===== config.mk =====
export PLATFORM = sky130hd
export DESIGN_NAME = systolic_mac2x2
export DESIGN_NICKNAME = d
export VERILOG_FILES = /design/src/rtl/systolic_pkg.sv /design/src/rtl/systolic_mac2x2_pe.sv /design/src/rtl/systolic_mac2x2.sv
export SDC_FILE = /design/constraint.sdc
export NUM_CORES = 1
export LEC_CHECK = 0
export ABC_AREA = 1
export CELL_PAD_IN_SITES_DETAIL_PLACEMENT = 0
export CELL_PAD_IN_SITES_GLOBAL_PLACEMENT = 1
export CORE_AREA = 2 2 224 248
export CTS_CLUSTER_SIZE = 25
export DETAILED_ROUTE_END_ITERATION = 10
export DIE_AREA = 0 0 226 250
export PLACE_DENSITY_LB_ADDON = 0.1
export REMOVE_ABC_BUFFERS = 1
export SYNTH_ARGS = -nofsm -noshare
export SYNTH_HDL_FRONTEND = slang
export SYNTH_HIERARCHICAL = 1
export SYNTH_SLANG_ARGS = --single-unit

===== constraint.sdc =====
create_clock -name clk -period 10.05 [get_ports clk]
set_input_delay 1.5075 -clock clk [delete_from_list [all_inputs] [get_ports clk]]
set_output_delay 1.5075 -clock clk [all_outputs]
set_load 0.02 [all_outputs]

===== src/rtl/systolic_pkg.sv =====
// Shared types and constants for the 2x2 int8 systolic matrix multiplier.
package systolic_pkg;

    typedef enum logic [1:0] {
        IDLE    = 2'd0,
        LOAD    = 2'd1,
        COMPUTE = 2'd2,
        DONE    = 2'd3
    } state_t;

    localparam int ACC_W          = 16;
    localparam int NBYTES_IN      = 8;
    localparam int COMPUTE_CYCLES = 4;

    localparam logic [1:0] SEL_C00 = 2'b00;
    localparam logic [1:0] SEL_C01 = 2'b01;
    localparam logic [1:0] SEL_C10 = 2'b10;
    localparam logic [1:0] SEL_C11 = 2'b11;
    localparam logic       SEL_LO  = 1'b0;
    localparam logic       SEL_HI  = 1'b1;

    function automatic logic [7:0] sel_byte(
        input logic [ACC_W-1:0] word,
        input logic             hi
    );
        return (hi == SEL_HI) ? word[15:8] : word[7:0];
    endfunction

endpackage


===== src/rtl/systolic_mac2x2_pe.sv =====
// One output-stationary MAC cell: passes a right, b down, accumulates a*b.
// SYSTOLIC_SATURATE_EN selects clamping instead of two's-complement wrap.
import systolic_pkg::*;

module systolic_pe (
    input  logic             clk,
    input  logic             reset,
    input  logic             clr,
    input  logic             en,
    input  logic [7:0]       a_in,
    input  logic [7:0]       b_in,
    output logic [7:0]       a_out,
    output logic [7:0]       b_out,
    output logic [ACC_W-1:0] acc
);

    logic signed [ACC_W-1:0] prod;
    logic        [ACC_W-1:0] acc_next;

    assign prod = 16'($signed(a_in)) * 16'($signed(b_in));

`ifdef SYSTOLIC_SATURATE_EN
    logic signed [ACC_W:0] sum;
    assign sum = {acc[ACC_W-1], acc} + {prod[ACC_W-1], prod};

    always_comb begin
        acc_next = sum[ACC_W-1:0];
        if (sum[ACC_W] != sum[ACC_W-1])
            acc_next = sum[ACC_W] ? 16'h8000 : 16'h7FFF;
    end
`else
    assign acc_next = acc + prod;
`endif

    always_ff @(posedge clk) begin
        if (reset || clr) begin
            a_out <= '0;
            b_out <= '0;
            acc   <= '0;
        end else if (en) begin
            a_out <= a_in;
            b_out <= b_in;
            acc   <= acc_next;
        end
    end

endmodule


===== src/rtl/systolic_mac2x2.sv =====
// 2x2 int8 systolic matrix multiplier C = A x B fed one byte at a time.
// Optional SYSTOLIC_SATURATE_EN clamps accumulators instead of wrapping.
import systolic_pkg::*;

module systolic_mac2x2 #(
    parameter int OUT_REG = 1
) (
    input  logic       clk,
    input  logic       reset,
    input  logic [7:0] data_in,
    input  logic       save,
    input  logic [2:0] out_sel,
    output logic [7:0] data_out,
    output logic       busy,
    output logic       done
);

    state_t state, state_next;

    logic [2:0] cnt;
    logic [1:0] cc;
    logic [7:0] ops [NBYTES_IN];
    logic       accept;
    logic       start;
    logic       feed_on;

    logic [7:0] a_feed0, a_raw1, a_skew;
    logic [7:0] b_feed0, b_raw1, b_skew;
    logic [7:0] a00, a10, b00, b01;
    logic [7:0] a01_unused, a11_unused, b10_unused, b11_unused;
    logic [ACC_W-1:0] c00, c01, c10, c11;
    logic [ACC_W-1:0] word;
    logic [7:0]       sel;

    assign accept = save && (state != COMPUTE);
    assign start  = accept && (state == IDLE || state == DONE);

    always_ff @(posedge clk) begin
        if (reset) state <= IDLE;
        else       state <= state_next;
    end

    always_comb begin
        state_next = state;
        unique case (state)
            IDLE:    if (save) state_next = LOAD;
            LOAD:    if (save && cnt == 3'(NBYTES_IN - 1)) state_next = COMPUTE;
            COMPUTE: if (cc == 2'(COMPUTE_CYCLES - 1)) state_next = DONE;
            DONE:    if (save) state_next = LOAD;
            default: state_next = IDLE;
        endcase
    end

    always_comb begin
        busy = (state == LOAD) || (state == COMPUTE);
        done = (state == DONE);
    end

    always_ff @(posedge clk) begin
        if (reset) begin
            cnt <= '0;
            cc  <= '0;
            for (int i = 0; i < NBYTES_IN; i++) ops[i] <= '0;
        end else begin
            if (accept) begin
                ops[start ? 3'd0 : cnt] <= data_in;
                cnt <= start ? 3'd1 : cnt + 3'd1;
            end
            if (state == COMPUTE) cc <= cc + 2'd1;
        end
    end

    // Only compute steps 0 and 1 carry operands; later steps flush zeros.
    assign feed_on = (state == COMPUTE) && !cc[1];
    assign a_feed0 = feed_on ? ops[{2'b00, cc[0]}] : '0;
    assign a_raw1  = feed_on ? ops[{2'b01, cc[0]}] : '0;
    assign b_feed0 = feed_on ? ops[{1'b1, cc[0], 1'b0}] : '0;
    assign b_raw1  = feed_on ? ops[{1'b1, cc[0], 1'b1}] : '0;

    always_ff @(posedge clk) begin
        if (reset || start) begin
            a_skew <= '0;
            b_skew <= '0;
        end else begin
            a_skew <= a_raw1;
            b_skew <= b_raw1;
        end
    end

    systolic_pe u_pe00 (
        .clk(clk), .reset(reset), .clr(start), .en(state == COMPUTE),
        .a_in(a_feed0), .b_in(b_feed0),
        .a_out(a00), .b_out(b00), .acc(c00)
    );

    systolic_pe u_pe01 (
        .clk(clk), .reset(reset), .clr(start), .en(state == COMPUTE),
        .a_in(a00), .b_in(b_skew),
        .a_out(a01_unused), .b_out(b01), .acc(c01)
    );

    systolic_pe u_pe10 (
        .clk(clk), .reset(reset), .clr(start), .en(state == COMPUTE),
        .a_in(a_skew), .b_in(b00),
        .a_out(a10), .b_out(b10_unused), .acc(c10)
    );

    systolic_pe u_pe11 (
        .clk(clk), .reset(reset), .clr(start), .en(state == COMPUTE),
        .a_in(a10), .b_in(b01),
        .a_out(a11_unused), .b_out(b11_unused), .acc(c11)
    );

    always_comb begin
        word = '0;
        unique case (out_sel[2:1])
            SEL_C00: word = c00;
            SEL_C01: word = c01;
            SEL_C10: word = c10;
            SEL_C11: word = c11;
            default: word = '0;
        endcase
        sel = sel_byte(word, out_sel[0]);
    end

    generate
        if (OUT_REG != 0) begin : g_oreg
            logic [7:0] data_q;
            always_ff @(posedge clk) begin
                if (reset) data_q <= '0;
                else       data_q <= sel;
            end
            assign data_out = data_q;
        end else begin : g_ocomb
            assign data_out = sel;
        end
    endgenerate

endmodule


Word-level counts from Yosys, hierarchy flattened
Memory sizes are Yosys's and may differ from the RTL's. A register that Yosys moved wholly into a read port is not among the register bits.
Cells that the tools add are included.
{"block": "totals", "wordCells": 72, "ramBits": 64, "memories": 1, "output_inout_bits": 10, "regBits": 111}
{"memory": "ops", "words": 8, "width": 8, "read_ports": 4, "rd_clocked_by_memory_dff": 4, "write_ports": 8, "line_no": "systolic_mac2x2.sv:22", "text": "logic [7:0] ops [NBYTES_IN];"}
{"block": "classes", "n_reduce_logical": 14, "muxes": 22, "bitwise": 1, "n_eq_ne": 12, "addsub": 6, "multipliers": 4}
{"cell": "adder 16 bit", "n": 4}
{"cell": "multiplier 8 x 8 -> 16 bit", "n": 4}
{"cell": "case mux 16 bit (4 select lines)", "n": 1}
{"cell": "two-way mux 8 bit", "n": 4}
{"cell": "two-way mux 3 bit", "n": 7}
{"cell": "== test 2 bit, second input constant", "n": 5}
{"cell": "OR reduction 8 bit", "n": 1}
{"cell": "two-way mux 1 bit", "n": 6}
{"cell": "two-way mux 2 bit", "n": 3}
{"cell": "!= test 2 bit, second input constant", "n": 3}
{"cell": "case mux 2 bit (3 select lines)", "n": 1}
{"cell": "== test 2 x 1 -> 1 bit, second input constant", "n": 2}
{"cell": "logical AND 1 bit", "n": 4}
{"cell": "zero test 2 bit", "n": 2}
{"cell": "OR reduction 2 bit", "n": 2}
{"cell": "adder 3 x 1 -> 3 bit, second input constant", "n": 1}
{"cell": "== test 3 bit, second input constant", "n": 1}
{"cell": "logical OR 1 bit", "n": 3}
{"cell": "AND reduction 3 bit", "n": 1}
{"cell": "adder 2 x 1 -> 2 bit, second input constant", "n": 1}
{"cell": "!= test 2 x 1 -> 1 bit, second input constant", "n": 1}
{"cell": "zero test 1 bit", "n": 1}
{"cell": "NOT 1 bit", "n": 1}

Logic depth before layout (Yosys ltp)
{"block": "logic_depth", "ltp_word": 7, "mapped_depth": 31, "mapped_depth_nobuf": 30}

Modules after synthesis
Netlist, hierarchy kept.
{"mod": "systolic_mac2x2", "cells_per_inst": 488, "n_inst": 1, "area_per_inst_um2": 4352.9, "seq_area_each_um2": 2562.5}
{"mod": "systolic_pe (u_pe00)", "cells_per_inst": 544, "n_inst": 1, "area_per_inst_um2": 4274.1, "seq_area_each_um2": 640.6}
{"mod": "systolic_pe (u_pe11)", "cells_per_inst": 546, "n_inst": 1, "area_per_inst_um2": 4252.8, "seq_area_each_um2": 640.6}
{"mod": "systolic_pe (u_pe10)", "cells_per_inst": 543, "n_inst": 1, "area_per_inst_um2": 4240.3, "seq_area_each_um2": 640.6}
{"mod": "systolic_pe (u_pe01)", "cells_per_inst": 543, "n_inst": 1, "area_per_inst_um2": 4229.1, "seq_area_each_um2": 640.6}

Worst setup path before layout
No wires, ideal clock.
{"block": "synth_timing", "path_type": "flip-flop to flip-flop", "from": "register state[0]", "to": "register u_pe00.acc[14]", "n_path_buf": 0, "path_slack_ns": 4.476, "stages_incl_launch_ff": 24, "arrival_ns": 5.461, "synth_period_minus_slack_ns": 5.574, "setup_ns": 0.113, "cell_sequence": "dfxtp_1 inv_1 ha_1 inv_1 nor2_1 inv_1 a21oi_1 clkinv_1 or2_2 fa_1 fa_1 inv_1 fa_1 fa_1 fa_1 ha_1 a21oi_1 o21bai_2 nand2_1 nand3_1 nand2_1 nand2_1 o21ai_1 inv_1"}
{"block": "synth_between", "elab_chain_cells": 5, "word_cells_on_any_way": 13, "cone_classes": "1 x add/sub; 1 x mul; 3 x eq/ne; 2 x mux; 6 x reduce/logical"}
{"item": "start: declaration", "line_no": "systolic_mac2x2.sv:18", "text": "state_t state, state_next;"}
{"item": "start signal: assignment", "line_no": "systolic_mac2x2.sv:40", "text": "else state <= state_next;"}
{"item": "== test 2 bit", "line_no": "systolic_mac2x2.sv:74", "text": "assign feed_on = (state == COMPUTE) && !cc[1];"}
{"item": "logical AND 1 bit", "line_no": "systolic_mac2x2.sv:74"}
{"item": "two-way mux 8 bit", "line_no": "systolic_mac2x2.sv:77", "text": "assign b_feed0 = feed_on ? ops[{1'b1, cc[0], 1'b0}] : '0;"}
{"item": "net b_feed0[7]", "line_no": "systolic_mac2x2.sv:28", "text": "logic [7:0] b_feed0, b_raw1, b_skew;"}
{"item": "multiplier 8 x 8 -> 16 bit", "line_no": "systolic_mac2x2_pe.sv:20", "text": "assign prod = 16'($signed(a_in)) * 16'($signed(b_in));"}
{"item": "adder 16 bit", "line_no": "systolic_mac2x2_pe.sv:32", "text": "assign acc_next = acc + prod;"}
{"item": "end signal: assignment", "line_no": "systolic_mac2x2_pe.sv:43", "text": "acc <= acc_next;"}
{"item": "end: declaration", "line_no": "systolic_mac2x2_pe.sv:14", "text": "output logic [ACC_W-1:0] acc"}
The timed path passes the listed nets, and every way through them passes these cells.
A chain may end at the register's enable or synchronous reset.

Worst setup path after layout
{"block": "layout_timing", "from": "register state[0]", "to": "register u_pe00.acc[15]"}
The elaborated chain is that of the path after synthesis.

==> results.toml <==
[status]
outcome = "finished clean"

[placement]
port_buffers = 23
dp_hpwl_um = 43100
gp_congestion = 0.825

[clock_tree]
cts_buffer_depth = 2
cts_resized = 0
cts_buffers = 17
cts_num_sinks = 192
cts_root_buf = "clkbuf_16"
clk_latency_ns = 0.50
htreeDepth = 4
cts_setup_buffers = 0
clk_pin_slew_ns = 0.09
postCtsHoldBufs = 0
cts_tree = "done"

[routing]
wl_per_cell_um = 16.4
first_iter_violations = 662
vias = 14998
ant_nets = 0
drc = 0
wirelength_um = 52900
firstDrtPassIters = 5
routed_via_density = 4.66

[logic_synthesis]
ys_warn_count = 6
syn_area_um2 = 20300
postSynthAreaPerCell_um2 = 8.01
synthCells = 2537

[critical_path]
required_ns = 10.44
cp_max_fo = 16
critPathLaunchType = "register"
critPathArrivalTime_ns = 6.45
r2r-end = "u_pe00/acc[15]$_SDFFE_PP0P_"
crit_path_end_kind = "register"
r2r-start = "state[0]$_SDFFE_PP0P_"
path_class = "register to register"
r2r_slack_ns = 3.99
worstRegToRegCells = 26

[power]
power_density_nw_per_um2 = 135
leakage_nw = 11.9
p_total_mw = 2.93
peakVddDrop_mv = 0.141

[sta]
fin_crit_sh = 0.603
min_period_ns = 6.06
rsz0062_at_grt = "false"
fmax_mhz = 165
setup_viol = 0
slew_violations = 0
hold_violations = 0
setup_tns_ns = 0
fin_skew_ns = 0.0212
tightestPinTransition_ns = 0.941
max_slew_margin = 0.372

[cells_and_area]
final_nets = 2924
drive_above_1_share = 0.0479
antenna_cells = 0
utilization = 0.400
fill_cells = 5609
syn2layout_area_growth_pct = 6.63

[grt]
globalRouteOverflowTotal = 0
grt_max_degree = 51
grt_pass1_wl_um = 87100
grtUsageTotal = 0.202
first_global_vias = 16194
grt_antenna_before_repair = 1

[floorplanning]
coreArea_um2 = 54200
num_rows = 90
fp.dieH_um = 250
io-pin-count = 24
dieArea_um2 = 56500
start_util = 0.375
dieWidth_um = 226

[min_path]
hp-start = "u_pe00/acc[0]$_SDFFE_PP0P_"
hold_depth = 2
holdPathEnd = "u_pe00/acc[0]$_SDFFE_PP0P_"
hp-class = "register to register"

[job]
max_cap_viol_count = 0
==> registers in the layout, summed over array words and instances (netlist names), named ones only <==
| name | flops |
|---|---|
| data_out | 8 |
| u_pe11/acc | 16 |
| u_pe00/a_out | 8 |
| b_skew | 8 |
| u_pe10/acc | 16 |
| u_pe00/b_out | 8 |
| u_pe00/acc | 16 |
| cc | 2 |
| u_pe01/acc | 16 |
| state | 2 |
| ops | 64 |
| a_skew | 8 |
| u_pe01/b_out | 8 |
| cnt | 3 |
| u_pe10/a_out | 8 |
==> placed cells by master (no fill, tap or decap), drive strengths merged, types with 3 or more instances in the layout <==
cell / n
a21oi: 154
a31oi: 7
and3: 3
buf: 3
clkbuf: 17
clkdlybuf4s50: 23
clkinv: 9
dfxtp: 128
edfxtp: 64
fa: 284
ha: 154
inv: 578
nand2: 631
nand3: 83
nand3b: 4
nand4: 5
nor2: 190
nor3: 6
o211ai: 6
o21ai: 73
o21bai: 18
or2: 10
xnor2: 13
xor2: 19
==> per-stage QoR <==
| stage | instances | instance area (µm²) | hold WS [ns] | worst slack (ns) |
|---|---|---|---|---|
| 3_3_place_gp | 3189 | 21000 | 0.478 | 4.10 |
| 2_1_floorplan | 2427 | 19800 | 0.455 | 2.62 |
| 3_5_place_dp | 3189 | 21000 | 0.486 | 4.04 |
| 5_1_grt | 3221 | 21700 | 0.527 | 3.37 |
| 4_1_cts | 3221 | 21700 | 0.498 | 3.97 |
| 6_report | 3221 | 21700 | 0.496 | 3.99 |
==> how the worst max path moves through the flow <==
stage / startpoint / to / slack, ns
floorplan: state[0]$_SDFFE_PP0P_ / u_pe00/acc[12]$_SDFFE_PP0P_ / 2.62
global placement: state[0]$_SDFFE_PP0P_ / u_pe00/acc[15]$_SDFFE_PP0P_ / 4.10
detailed placement: state[0]$_SDFFE_PP0P_ / u_pe00/acc[15]$_SDFFE_PP0P_ / 4.04
CTS: state[0]$_SDFFE_PP0P_ / u_pe00/acc[15]$_SDFFE_PP0P_ / 3.97
global route: state[0]$_SDFFE_PP0P_ / u_pe00/acc[14]$_SDFFE_PP0P_ / 3.37
finish: state[0]$_SDFFE_PP0P_ / u_pe00/acc[15]$_SDFFE_PP0P_ / 3.99
==> critical path: stages, from the launching register on <==
cell and delay (ns):
dfxtp_1 0.34, inv_1 0.11, ha_4 0.17, inv_1 0.08
nor2_1 0.14, inv_1 0.23, a21oi_1 0.73, nand2_1 0.21
inv_1 0.34, fa_1 0.51, fa_1 0.49, fa_1 0.49
inv_1 0.06, fa_1 0.53, inv_1 0.04, ha_1 0.28
ha_1 0.36, inv_1 0.13, o21ai_2 0.09, a21oi_1 0.15
nand2_1 0.08, nor2_2 0.13, inv_2 0.04, nand2_1 0.05
nand3_1 0.06, nand2_1 0.09, inv_1 0.04
==> layout make-up <==
type                            instances  area, µm²  area share
Multi-Input combinational cell       1662      13200       0.609
Sequential cell                       192       4480       0.207
Inverter                              573       2150      0.0994
Tap cell                              736        921      0.0425
Clock buffer                           17        425      0.0196
Timing Repair Buffer                   26        253      0.0117
Clock inverter                         15        226      0.0105
==> layer usage <==
metal | global-route usage | part of all wire
met5 | 0 | 0.00028
met2 | 0.353 | 0.50
met3 | 0.0291 | 0.027
met1 | 0.256 | 0.45
met4 | 0.0689 | 0.027
==> report_power, final <==
part           internal, mW  switching [mW]  total, mW
sequential            0.903           0.150       1.05
clock                 0.374           0.395      0.768
combinational         0.386           0.724       1.11
No activity file was read; power rests on OpenSTA's default activity.
==> edit (same settings) <==
Build with the macro `SYSTOLIC_SATURATE_EN` defined.
--- a/src/rtl/systolic_mac2x2_pe.sv
+++ b/src/rtl/systolic_mac2x2_pe.sv
@@ -1,5 +1,7 @@
 // One output-stationary MAC cell: passes a right, b down, accumulates a*b.
 // SYSTOLIC_SATURATE_EN selects clamping instead of two's-complement wrap.
+`define SYSTOLIC_SATURATE_EN
+
 import systolic_pkg::*;
 
 module systolic_pe (
Check against the original RTL: no difference found for any inputs over 10 cycles, from zero or initial values and one cycle with reset high; that may be too few to reach the edited logic, so the function may still have changed.
==> edit against the original RTL <==
Non-clock buffer count unchanged. Final cell count grew 6.0%. Setup slack worse by 1100 ps. Routed wire length up 5.9%. Clock power is 3.4% lower. Sequential cell count unchanged. Global-route usage up 0.44 points. Via count is 7.5% higher. Power is 10% higher. Critical path depth shrank 2. Combinational power is 28% higher. Cell area up 6.4%. Largest power group unchanged. Area after synthesis increased by 7.7%.
==> edit: results (changes against the original RTL) <==
[run_status]
outcome = complete, no violations

[drt]
drtIter0Drc = 871  ; +32%
wl_met1_um = 26200  ; +10%
via_per_inst = 4.722  ; +1.4%
met3_wirelength_um = 1580  ; +10%
routed.top_layer = met5
drtPass1Iterations = 5  ; unchanged
avgRoutedWirePerCell_um = 16.41  ; about the same
routed-wl-met2_um = 27650  ; +5.6%

[power_and_ir_drop]
clkPwrFrac_pct = 23.0  ; -3.2 points
p_seq_share_pct = 33.0  ; -2.9 points
p_sw_mw = 1.467  ; +16%
p_leak_nw = 12.88  ; +8.4%
ir_drop_uv = 165.4  ; +17%
pg_seq_mw = 1.07

[yosys]
synth_area_per_cell_um2 = 8.003  ; about the same
ys_warn_count = 6  ; unchanged

[clocking]
clkLatencyLatePin_ps = 500  ; about the same
cts-htree-levels = 4  ; unchanged
clk_pin_slew_ps = 90  ; about the same
ctsRootBufferMaster = clkbuf_16
cts_setup_buffers = 0  ; unchanged
cts_buffer_depth = 2  ; unchanged
post_cts_resized = 0  ; unchanged
cts_buffers = 17  ; unchanged

[grt]
grtUsageMet2_pct = 34.99  ; -0.26 points
grt_usage_pct = 20.69  ; +0.44 points
grt_util_met1_pct = 28.30  ; +2.7 points
antenna_found_initial = 4  ; +3
use_met3_pct = 2.837  ; -0.071 points
grt_max_degree = 73  ; +43%
grt_pass1_wl_um = 89450  ; +2.7%
grt_pass1_vias = 16413  ; +1.4%

[placed_design]
gp_congestion = 0.8399  ; +1.9%
place_area_um2 = 22410  ; +6.7%
port_buffers = 23  ; unchanged
place_ws_ps = 2896  ; -1148 ps
place.detailed.hpwl_um = 46200  ; +7.3%

[cells_and_area]
regMostFlops = ops
largest_reg_flops = 64  ; unchanged
drive_gt1_share_pct = 7.997  ; +3.2 points
stdcell_count = 3413  ; +6.0%
fillers = 5619  ; +0.18%
nets = 3143  ; +7.5%

[flow_run]
drv_cap = 0  ; unchanged

[sta]
skew_ps = 19.36  ; -1.853 ps
slew_headroom_pct = 30.66  ; -6.5 points
fin_setup_tns_ps = 0  ; unchanged

[min_path]
hp-class = flop to flop

[critical_path]
critPathTopFamily = adder cells
critPathSlowestCell = a21oi_1
cp_max_fo = 72  ; +56
critPathMaxStageDelay_ps = 740

-- edit: worst paths after layout --
path                                                 start                          to  slack (ps)  cells after the start
worst min register to register  u_pe11/acc[5]$_SDFFE_PP0P_  u_pe11/acc[5]$_SDFFE_PP0P_         510                      2
worst min-delay path            u_pe11/acc[5]$_SDFFE_PP0P_  u_pe11/acc[5]$_SDFFE_PP0P_         510                      2
worst max register to register       state[1]$_SDFFE_PP0P_  u_pe00/acc[9]$_SDFFE_PP0P_        2840                     24
worst max-delay path                 state[1]$_SDFFE_PP0P_  u_pe00/acc[9]$_SDFFE_PP0P_        2840                     24
-- edit: final cells by class --
class	instances	area (um2)	share of cell area (%)
Antenna cell	1	2.502	0.01086
Clock buffer	17	425.4	1.846
Clock inverter	15	214.0	0.9282
Inverter	595	2233	9.689
Multi-Input combinational cell	1831	14520	62.98
Sequential cell	192	4484	19.45
Tap cell	736	920.9	3.995
Timing Repair Buffer	26	252.7	1.096
